==> config.mk <==
export PLATFORM = sky130hd
export DESIGN_NAME = hist_eq_top
export DESIGN_NICKNAME = d
export VERILOG_FILES = /design/src/rtl/hist_eq_pkg.sv /design/src/rtl/hist_eq_sram.sv /design/src/rtl/hist_eq_top.sv
export SDC_FILE = /design/constraint.sdc
export NUM_CORES = 1
export LEC_CHECK = 0
export CAP_MARGIN = 30
export CORE_UTILIZATION = 65
export DETAILED_ROUTE_END_ITERATION = 6
export DONT_BUFFER_PORTS = 1
export PLACE_DENSITY = 0.93
export SYNTH_ARGS = -nofsm -noshare
export SYNTH_HDL_FRONTEND = slang
export SYNTH_SLANG_ARGS = --single-unit
==> constraint.sdc <==
create_clock -name clock -period 8.7 [get_ports clock]
set_input_delay 1.74 -clock clock [delete_from_list [all_inputs] [get_ports clock]]
set_output_delay 1.74 -clock clock [all_outputs]
set_load 0.01 [all_outputs]
==> src/rtl/hist_eq_pkg.sv <==
// Shared constants, state encodings and helpers for the histogram-equalization engine.
package hist_eq_pkg;

  localparam int ADDR_W    = 16;
  localparam int PIX_W     = 8;
  localparam int CNT_W     = 17;
  localparam int DEPTH_W   = 17;
  localparam int NUM_BINS  = 256;
  localparam int HIST_BASE = 0;
  localparam int LUT_BASE  = 256;
  localparam int DIV_STEPS = 24;

  typedef logic [3:0] state_t;

  localparam state_t IDLE        = 4'd0;
  localparam state_t CLR         = 4'd1;
  localparam state_t HIST_RD_IN  = 4'd2;
  localparam state_t HIST_RD_BIN = 4'd3;
  localparam state_t HIST_WR     = 4'd4;
  localparam state_t LUT_RD      = 4'd5;
  localparam state_t LUT_DIV     = 4'd6;
  localparam state_t LUT_WR      = 4'd7;
  localparam state_t MAP_RD_IN   = 4'd8;
  localparam state_t MAP_RD_LUT  = 4'd9;
  localparam state_t MAP_WR      = 4'd10;
  localparam state_t DONE        = 4'd11;

  function automatic logic [DEPTH_W-1:0] clamp_depth(input logic [DEPTH_W-1:0] d);
    return (d > 17'd65536) ? 17'd65536 : d;
  endfunction

endpackage

==> src/rtl/hist_eq_sram.sv <==
// Single-port RAM: synchronous write, registered read with one cycle of latency.
module hist_eq_sram
  import hist_eq_pkg::*;
#(
  parameter int WIDTH = PIX_W,
  parameter int DEPTH = 1 << ADDR_W
) (
  input  logic                     clock,
  input  logic                     we,
  input  logic [$clog2(DEPTH)-1:0] addr,
  input  logic [WIDTH-1:0]         wdata,
  output logic [WIDTH-1:0]         rdata
);

  logic [WIDTH-1:0] Register [0:DEPTH-1];

  always_ff @(posedge clock) begin
    if (we) Register[addr] <= wdata;
    rdata <= Register[addr];
  end

endmodule

==> src/rtl/hist_eq_top.sv <==
// Histogram equalization: clear bins, count pixels, build CDF LUT with an inline divider, remap.
module hist_eq_top
  import hist_eq_pkg::*;
(
  input  logic               clock,
  input  logic               reset,
  input  logic [DEPTH_W-1:0] input_mem_depth,
  input  logic [DEPTH_W-1:0] scratch_mem_depth,
  input  logic [DEPTH_W-1:0] output_mem_depth,
  input  logic               new_image_pulse,
  output logic               busy,
  output logic               done,
  output logic               error
);

  state_t             state;
  logic [DEPTH_W-1:0] n_len, m_len, idx;
  logic [7:0]         bin;
  logic [PIX_W-1:0]   pix;
  logic [CNT_W-1:0]   acc;
  logic [23:0]        quo;
  logic [CNT_W:0]     rem;
  logic [4:0]         div_cnt;

  logic              in_we, sc_we, out_we;
  logic [ADDR_W-1:0] in_addr, sc_addr, out_addr;
  logic [PIX_W-1:0]  in_wdata, in_rdata, out_wdata, out_rdata;
  logic [CNT_W-1:0]  sc_wdata, sc_rdata;

  logic [DEPTH_W-1:0] n_clamp, s_clamp, m_clamp, map_clamp;
  logic               cfg_err;
  logic [CNT_W-1:0]   acc_sum;
  logic [23:0]        dividend;
  logic [CNT_W:0]     rem_sh;
  logic               rem_ge;

  always_comb begin
    n_clamp   = clamp_depth(input_mem_depth);
    s_clamp   = clamp_depth(scratch_mem_depth);
    m_clamp   = clamp_depth(output_mem_depth);
    map_clamp = (m_clamp < n_clamp) ? m_clamp : n_clamp;
    cfg_err   = (n_clamp == '0) || (s_clamp < 17'd512);
    acc_sum   = acc + sc_rdata;
    dividend  = 24'(acc_sum) * 24'd255;
    // Restoring divider step: remainder shifted left, next dividend bit pulled from quo MSB.
    rem_sh    = {rem[CNT_W-1:0], quo[23]};
    rem_ge    = rem_sh >= {1'b0, n_len};
  end

  always_comb begin
    in_we     = 1'b0;
    in_wdata  = '0;
    in_addr   = idx[ADDR_W-1:0];
    sc_we     = 1'b0;
    sc_addr   = '0;
    sc_wdata  = '0;
    out_we    = 1'b0;
    out_addr  = idx[ADDR_W-1:0];
    out_wdata = sc_rdata[PIX_W-1:0];
    case (state)
      CLR: begin
        sc_we   = 1'b1;
        sc_addr = ADDR_W'(HIST_BASE) + ADDR_W'(bin);
      end
      HIST_RD_BIN: sc_addr = ADDR_W'(HIST_BASE) + ADDR_W'(in_rdata);
      HIST_WR: begin
        sc_we    = 1'b1;
        sc_addr  = ADDR_W'(HIST_BASE) + ADDR_W'(pix);
        sc_wdata = sc_rdata + 1'b1;
      end
      LUT_RD: sc_addr = ADDR_W'(HIST_BASE) + ADDR_W'(bin);
      LUT_WR: begin
        sc_we    = 1'b1;
        sc_addr  = ADDR_W'(LUT_BASE) + ADDR_W'(bin);
        sc_wdata = CNT_W'(quo[7:0]);
      end
      MAP_RD_LUT: sc_addr = ADDR_W'(LUT_BASE) + ADDR_W'(in_rdata);
      MAP_WR:     out_we  = 1'b1;
      default: ;
    endcase
  end

  always_ff @(posedge clock) begin
    if (reset) begin
      state   <= IDLE;
      n_len   <= '0;
      m_len   <= '0;
      idx     <= '0;
      bin     <= '0;
      pix     <= '0;
      acc     <= '0;
      quo     <= '0;
      rem     <= '0;
      div_cnt <= '0;
      error   <= 1'b0;
    end else begin
      case (state)
        IDLE: if (new_image_pulse == 1'b1) begin
          n_len <= n_clamp;
          m_len <= map_clamp;
          error <= cfg_err;
          idx   <= '0;
          bin   <= '0;
          acc   <= '0;
          state <= cfg_err ? DONE : CLR;
        end
        CLR: begin
          bin <= bin + 8'd1;
          if (bin == 8'hFF) state <= HIST_RD_IN;
        end
        HIST_RD_IN: state <= HIST_RD_BIN;
        HIST_RD_BIN: begin
          pix   <= in_rdata;
          state <= HIST_WR;
        end
        HIST_WR: begin
          if (idx == n_len - 1'b1) begin
            idx   <= '0;
            state <= LUT_RD;
          end else begin
            idx   <= idx + 1'b1;
            state <= HIST_RD_IN;
          end
        end
        LUT_RD: begin
          div_cnt <= '0;
          state   <= LUT_DIV;
        end
        LUT_DIV: begin
          // First cycle consumes the bin count; the next DIV_STEPS cycles run the divider.
          if (div_cnt == '0) begin
            acc     <= acc_sum;
            quo     <= dividend;
            rem     <= '0;
            div_cnt <= 5'd1;
          end else begin
            quo     <= {quo[22:0], rem_ge};
            rem     <= rem_ge ? rem_sh - {1'b0, n_len} : rem_sh;
            div_cnt <= div_cnt + 5'd1;
            if (div_cnt == 5'(DIV_STEPS)) state <= LUT_WR;
          end
        end
        LUT_WR: begin
          bin <= bin + 8'd1;
          if (bin == 8'hFF) state <= (m_len == '0) ? DONE : MAP_RD_IN;
          else              state <= LUT_RD;
        end
        MAP_RD_IN:  state <= MAP_RD_LUT;
        MAP_RD_LUT: state <= MAP_WR;
        MAP_WR: begin
          if (idx == m_len - 1'b1) begin
            state <= DONE;
          end else begin
            idx   <= idx + 1'b1;
            state <= MAP_RD_IN;
          end
        end
        DONE:    state <= IDLE;
        default: state <= IDLE;
      endcase
    end
  end

  assign busy = (state != IDLE) && (state != DONE);
  assign done = (state == DONE);

  hist_eq_sram #(.WIDTH(PIX_W), .DEPTH(1 << ADDR_W)) input_memory_u0 (
    .clock (clock),
    .we    (in_we),
    .addr  (in_addr),
    .wdata (in_wdata),
    .rdata (in_rdata)
  );

  hist_eq_sram #(.WIDTH(CNT_W), .DEPTH(1 << ADDR_W)) scratch_memory_u0 (
    .clock (clock),
    .we    (sc_we),
    .addr  (sc_addr),
    .wdata (sc_wdata),
    .rdata (sc_rdata)
  );

  hist_eq_sram #(.WIDTH(PIX_W), .DEPTH(1 << ADDR_W)) output_memory_u0 (
    .clock (clock),
    .we    (out_we),
    .addr  (out_addr),
    .wdata (out_wdata),
    .rdata (out_rdata)
  );

endmodule

# After elaboration in Yosys (flattened, before gate mapping)
# Cells that the tools add are included.
# W data, S select, Z words.
# totals
reg_bits	69
inputBits	54
# op_classes
add_sub_neg	5
magnitude_cmp	5
n_eq_ne	21
n_mux	22
n_reduce_logical	15
# ops
operator	n
$mux W17	7
$gt A17 B17 Y1 const B	3
$pmux W17 S3	1
$pmux W4 S11	1
$eq A17 B17 Y1	2
$logic_not A17 Y1	2
$sub A17 B1 Y17 const B	2
$mux W4	6
$add A17 B1 Y17 const B	1
$lt A17 B10 Y1 const B	1
$lt A17 B17 Y1	1
$eq A4 B3 Y1 const B	4
$eq A4 B4 Y1 const B	4
$pmux W8 S2	1
$ne A2 B2 Y1 const B	5
$pmux W5 S2	1
$add A8 B1 Y8 const B	1
$eq A4 B2 Y1 const B	2
$eq A8 B8 Y1 const B	1
$mux W8	1
$add A5 B1 Y5 const B	1
$eq A5 B5 Y1 const B	1
$logic_not A5 Y1	1
$mux W5	1
other kinds (14)	17

# Logic depth before layout (Yosys ltp)
# depth
depth_word	7
depth_mapped	14
depth_no_buf	13

# Least setup slack after synthesis
# OpenSTA, ideal clock, no wires.
# synth_path
kind	input to register
from	input port input_mem_depth[3]
to	register m_len[1]
setup_ps	95
t_arrival_ps	4477
required_time_ps	8605
setup_slack_ps	4127
path_stages	14
n_path_buf	2
path_cell_list	nor4_1 and4_1 nand2b_1 nand2_1 ha_1 a21o_1 a21o_1 a21oi_1 o211ai_1 a21oi_1 buf_1 clkbuf_1 a21oi_1 a221oi_1
# synth_via
elab_chain_len	4
# synth_rtl
item	line	rtl
start, declared	hist_eq_top.sv:7	input logic [DEPTH_W-1:0] input_mem_depth,
$gt A17 B17 Y1	hist_eq_pkg.sv:29	return (d > 17'd65536) ? 17'd65536 : d;
$mux W17 (*)	hist_eq_pkg.sv:29	
$lt A17 B17 Y1	hist_eq_top.sv:41	map_clamp = (m_clamp < n_clamp) ? m_clamp : n_clamp;
$mux W17 (*)	hist_eq_top.sv:41	
end signal, assigned	hist_eq_top.sv:100	m_len <= map_clamp;
end, declared	hist_eq_top.sv:17	logic [DEPTH_W-1:0] n_len, m_len, idx;
# Mark *: on every way between the ends. The rest lies on a longest branch, timed or not.
# A chain may end at the register's enable or synchronous reset.

# Worst setup path after layout
# layout_path
from	input port input_mem_depth[0]
to	register m_len[5]
# Same word-level chain as after synthesis.

==> parameters.txt <==
Parameter                              Value

GRT
  Vias in the first global route    4980
  Number of antenna violations at the first check in global routing    0
  Pin count of the biggest net entering global routing    53
  Leftover overflow at the end of global routing    0
  Total routing usage reported by global routing    32.8%
  First-pass GRT wire length    21900 um

Timing
  Final Worst Setup Slack    3.79 ns
  Min Tclk post-route    4.91 ns
  Final Skew    0.0117 ns
  Number of hold violations in the final report    0
  Worst max-slew margin expressed relative to the limit    48.2%
  RSZ-0062 raised after global routing    false
  Share of the clock period used by the worst path after layout    56.4%
  Sum of negative setup slack    0 ns
  Transition time of the tightest slew-check pin    0.766 ns
  Final count of negative-setup-slack endpoints    0
  Maximum achievable frequency    0.204 GHz
  Pins Over Slew Limit    0

Place
  Total placed cells including tap cells    738
  Post-detailed-placement half-perimeter wirelength    9760 um
  GP Congestion    0.935
  Placement Setup Slack    around 3.5 ns
  Count of buffers inserted at the top-level ports    0

Setup path
  Startpoint class of the critical path    input port
  Required time of the critical path    8.94 ns
  Type of the setup path with the least slack    input port to flip-flop
  Worst path bufs/invs    1
  Cell type group with the largest total delay on the critical path    compound AO/OA/AOI/OAI gates
  CP Data Arrival Time    about 5 ns
  Cell-by-cell trace of the critical path    nor4_1 -> and4_1 -> nand2b_1 -> nand2_1 -> ha_1 -> a21o_1 -> a21o_1 -> a21oi_1 -> o211ai_1 -> a21oi_2 -> buf_8 -> nor2_1 -> a211oi_1 -> nor3_1
  Sort of element at the end of the critical path    flip-flop
  Maximum single-stage delay on the critical path    0.54 ns
  Cell with the largest stage delay on the worst path    a21oi_2
  Most repeated library cell on the critical path    a21o_1
  Maximum fanout along the worst path    17

Logic synthesis
  Area share of and/or/nand/nor cells after synthesis    31.4%
  List of most frequent post-synthesis cells    nor2_1, dfxtp_1, nand2_1, a21oi_1, clkbuf_1
  Number of warnings reported in the yosys synthesis log    0
  Count of state elements after synthesis    69
  Cell accounting for the most synthesized area    dfxtp_1
  Adder-cell area share of the yosys netlist    5.36%
  Top flip-flop cell by instance count after synthesis    dfxtp_1
  Post-Synthesis Mean Instance Area    7.63 um^2
  Cell with the most instances after synthesis    nor2_1
  Instance count of the mapped netlist    673
  Number of enable flip-flop cells after synthesis    0
  Share of synthesized area occupied by flip-flops and latches    between 20% and 30%
  Mapped cell area    5130 um^2
  Async S/R FF share, synth    0%
  Post-synthesis mux area share    2.58%
  Cells taking the most area after synthesis    dfxtp_1, nor2_1, ha_1
  Top cell type's share of synthesized area    between 20% and 30%
  Complex-gate fraction of the synthesized area    21.4%
  Largest family of logic cells by synthesized area    simple AND/OR/NAND/NOR gates
  Unique cell type count in the Yosys netlist    70
  Area share of xor/xnor cells in the synthesized design    7.80%
  Net Count, Synth    749

Finish
  Post-route insts no fill    754
  Fraction of final layout cells with drive strength greater than 1    roughly 5.4%
  P&R area growth vs syn    3.73%
  Sequential cell area    1380 um^2
  Layout filler cell count    601
  Total Nets Final    between 700 and 800
  Number of antenna repair diodes    0
  Area of the multi-input gates    3520 um^2

Detailed routing
  Post-route ant nets    0
  Drt drc    0
  DR vias/cell    6.84
  Total Routed Length    13100 um
  Drt first pass iters    6
  Detailed-route wire length per cell    about 17 um
  Vias    5159
  Drt initial violations    572

Die
  Starting utilization of the core area    66.8%
  Core Box Area    7690 um^2
  Floorplan die width    90.9 um
  I/O pin count    57
  Row cnt    32
  Area enclosed by the die boundary    between 8000 and 9000 um^2
  Chip Height    ~90 um

Run
  Max-cap violations    0

Pwr
  PwrDens    182 nW/um^2
  Leakage power    approximately 1.9 nW
  Worst VDD drop    0.000124 V

Clocking
  Clock buffer depth    2
  Clk Latency, worst-skew pair    ~0.36 ns
  Number of clock buffers inserted by TritonCTS    9
  Count of hold-fix buffers inserted at cts    0
  Post-CTS setup buffers    0
  Cell chosen for the clock root    clkbuf_8
  Clock tree from TritonCTS    yes
  Resized Gates After CTS    0
  TritonCTS Sinks    69
  # H-tree levels    3
  Clock transition at path regs    0.08 ns

Min path
  Classification of the worst-slack hold path    flip-flop to flip-flop

Run status
  Result of the run    finished clean
## power by group
group	switching (W)	internal (W)
clock network	0.000126	0.000140
logic	0.000185	0.000138
registers	0.0000430	0.000338
total	0.000354	0.000616
## worst reg2reg max path: stages (launching register included)
cell	delay (ns)
dfxtp_1	0.39
inv_1	0.14
ha_1	0.38
nor4bb_1	0.28
o2bb2ai_1	0.10
a2111oi_0	0.61
and4_1	0.28
nand4b_1	0.16
o21ai_1	0.61
mux2i_1	0.26
nor2_1	0.05
## state kept, by name, indices dropped and copies added, names as in the netlist
name	cells
bin	8
idx	17
div_cnt	5
n_len	17
state	4
error	1
m_len	17
## routing by layer
metal	wire length, um	part of all wire, %	vias up	GRT usage [%]
met5	0	0	-	0
met1	5200	40	2369	38.2
met4	571	4.4	0	19.3
met3	1070	8.2	65	5.98
met2	6250	48	301	56.2
li1	-	-	2424	-
## worst paths after layout
kind         depth (start not counted)  slack, ns        to          startpoint
max                                 14       3.79  m_len[5]  input_mem_depth[0]
min                                  2       0.48  n_len[1]            n_len[1]
max reg2reg                         10       5.32    idx[1]            m_len[0]
min reg2reg                          2       0.48  n_len[1]            n_len[1]
## cell usage in the layout, fill, tap and decap left out, types with 17 or more instances in the layout
cell	Yosys	routed
ha_1	22	22
o21ai_0	18	18
nand3_1	25	25
nor3_1	18	18
dfxtp_1	69	69
a21oi_1	49	48
a211oi_1	19	19
nand2_1	58	58
xnor2_1	29	29
nor2b_1	28	28
inv_1	17	17
nor2_1	78	78
## logic make-up (layout without fill, tap and decap cells)
| logic type | after synthesis | after routing |
|---|---|---|
| simple gates | 303 | 303 |
| buf+inv | 57 | 36 |
| mux | 13 | 13 |
| xor+xnor | 44 | 44 |
| compound gates | 165 | 165 |
| fa+ha+maj | 22 | 22 |
| flops | 69 | 69 |
## area by class of cell
class	count	area share [%]
Clock inverter	6	1.17
Multi-Input combinational cell	547	66.1
Tap cell	102	2.40
Inverter	17	1.20
Timing Repair Buffer	3	0.564
Sequential cell	69	25.9
Clock buffer	10	2.58
## per-stage QoR
| stage | instance area, um^2 | hold WS (ns) | power (W) | utilization (%) |
|---|---|---|---|---|
| global route | 5330 | 0.501 | 0.00102 | 69.3 |
| floorplan | 5130 | 0.448 | 0.000641 | - |
| finish | 5330 | 0.479 | 0.000970 | 69.3 |
| detailed placement | 5120 | 0.470 | 0.000701 | 66.7 |
| global placement | 5110 | 0.454 | 0.000682 | 66.5 |
| CTS | 5330 | 0.481 | 0.000964 | 69.3 |
Power figures use the tool's default switching activity.
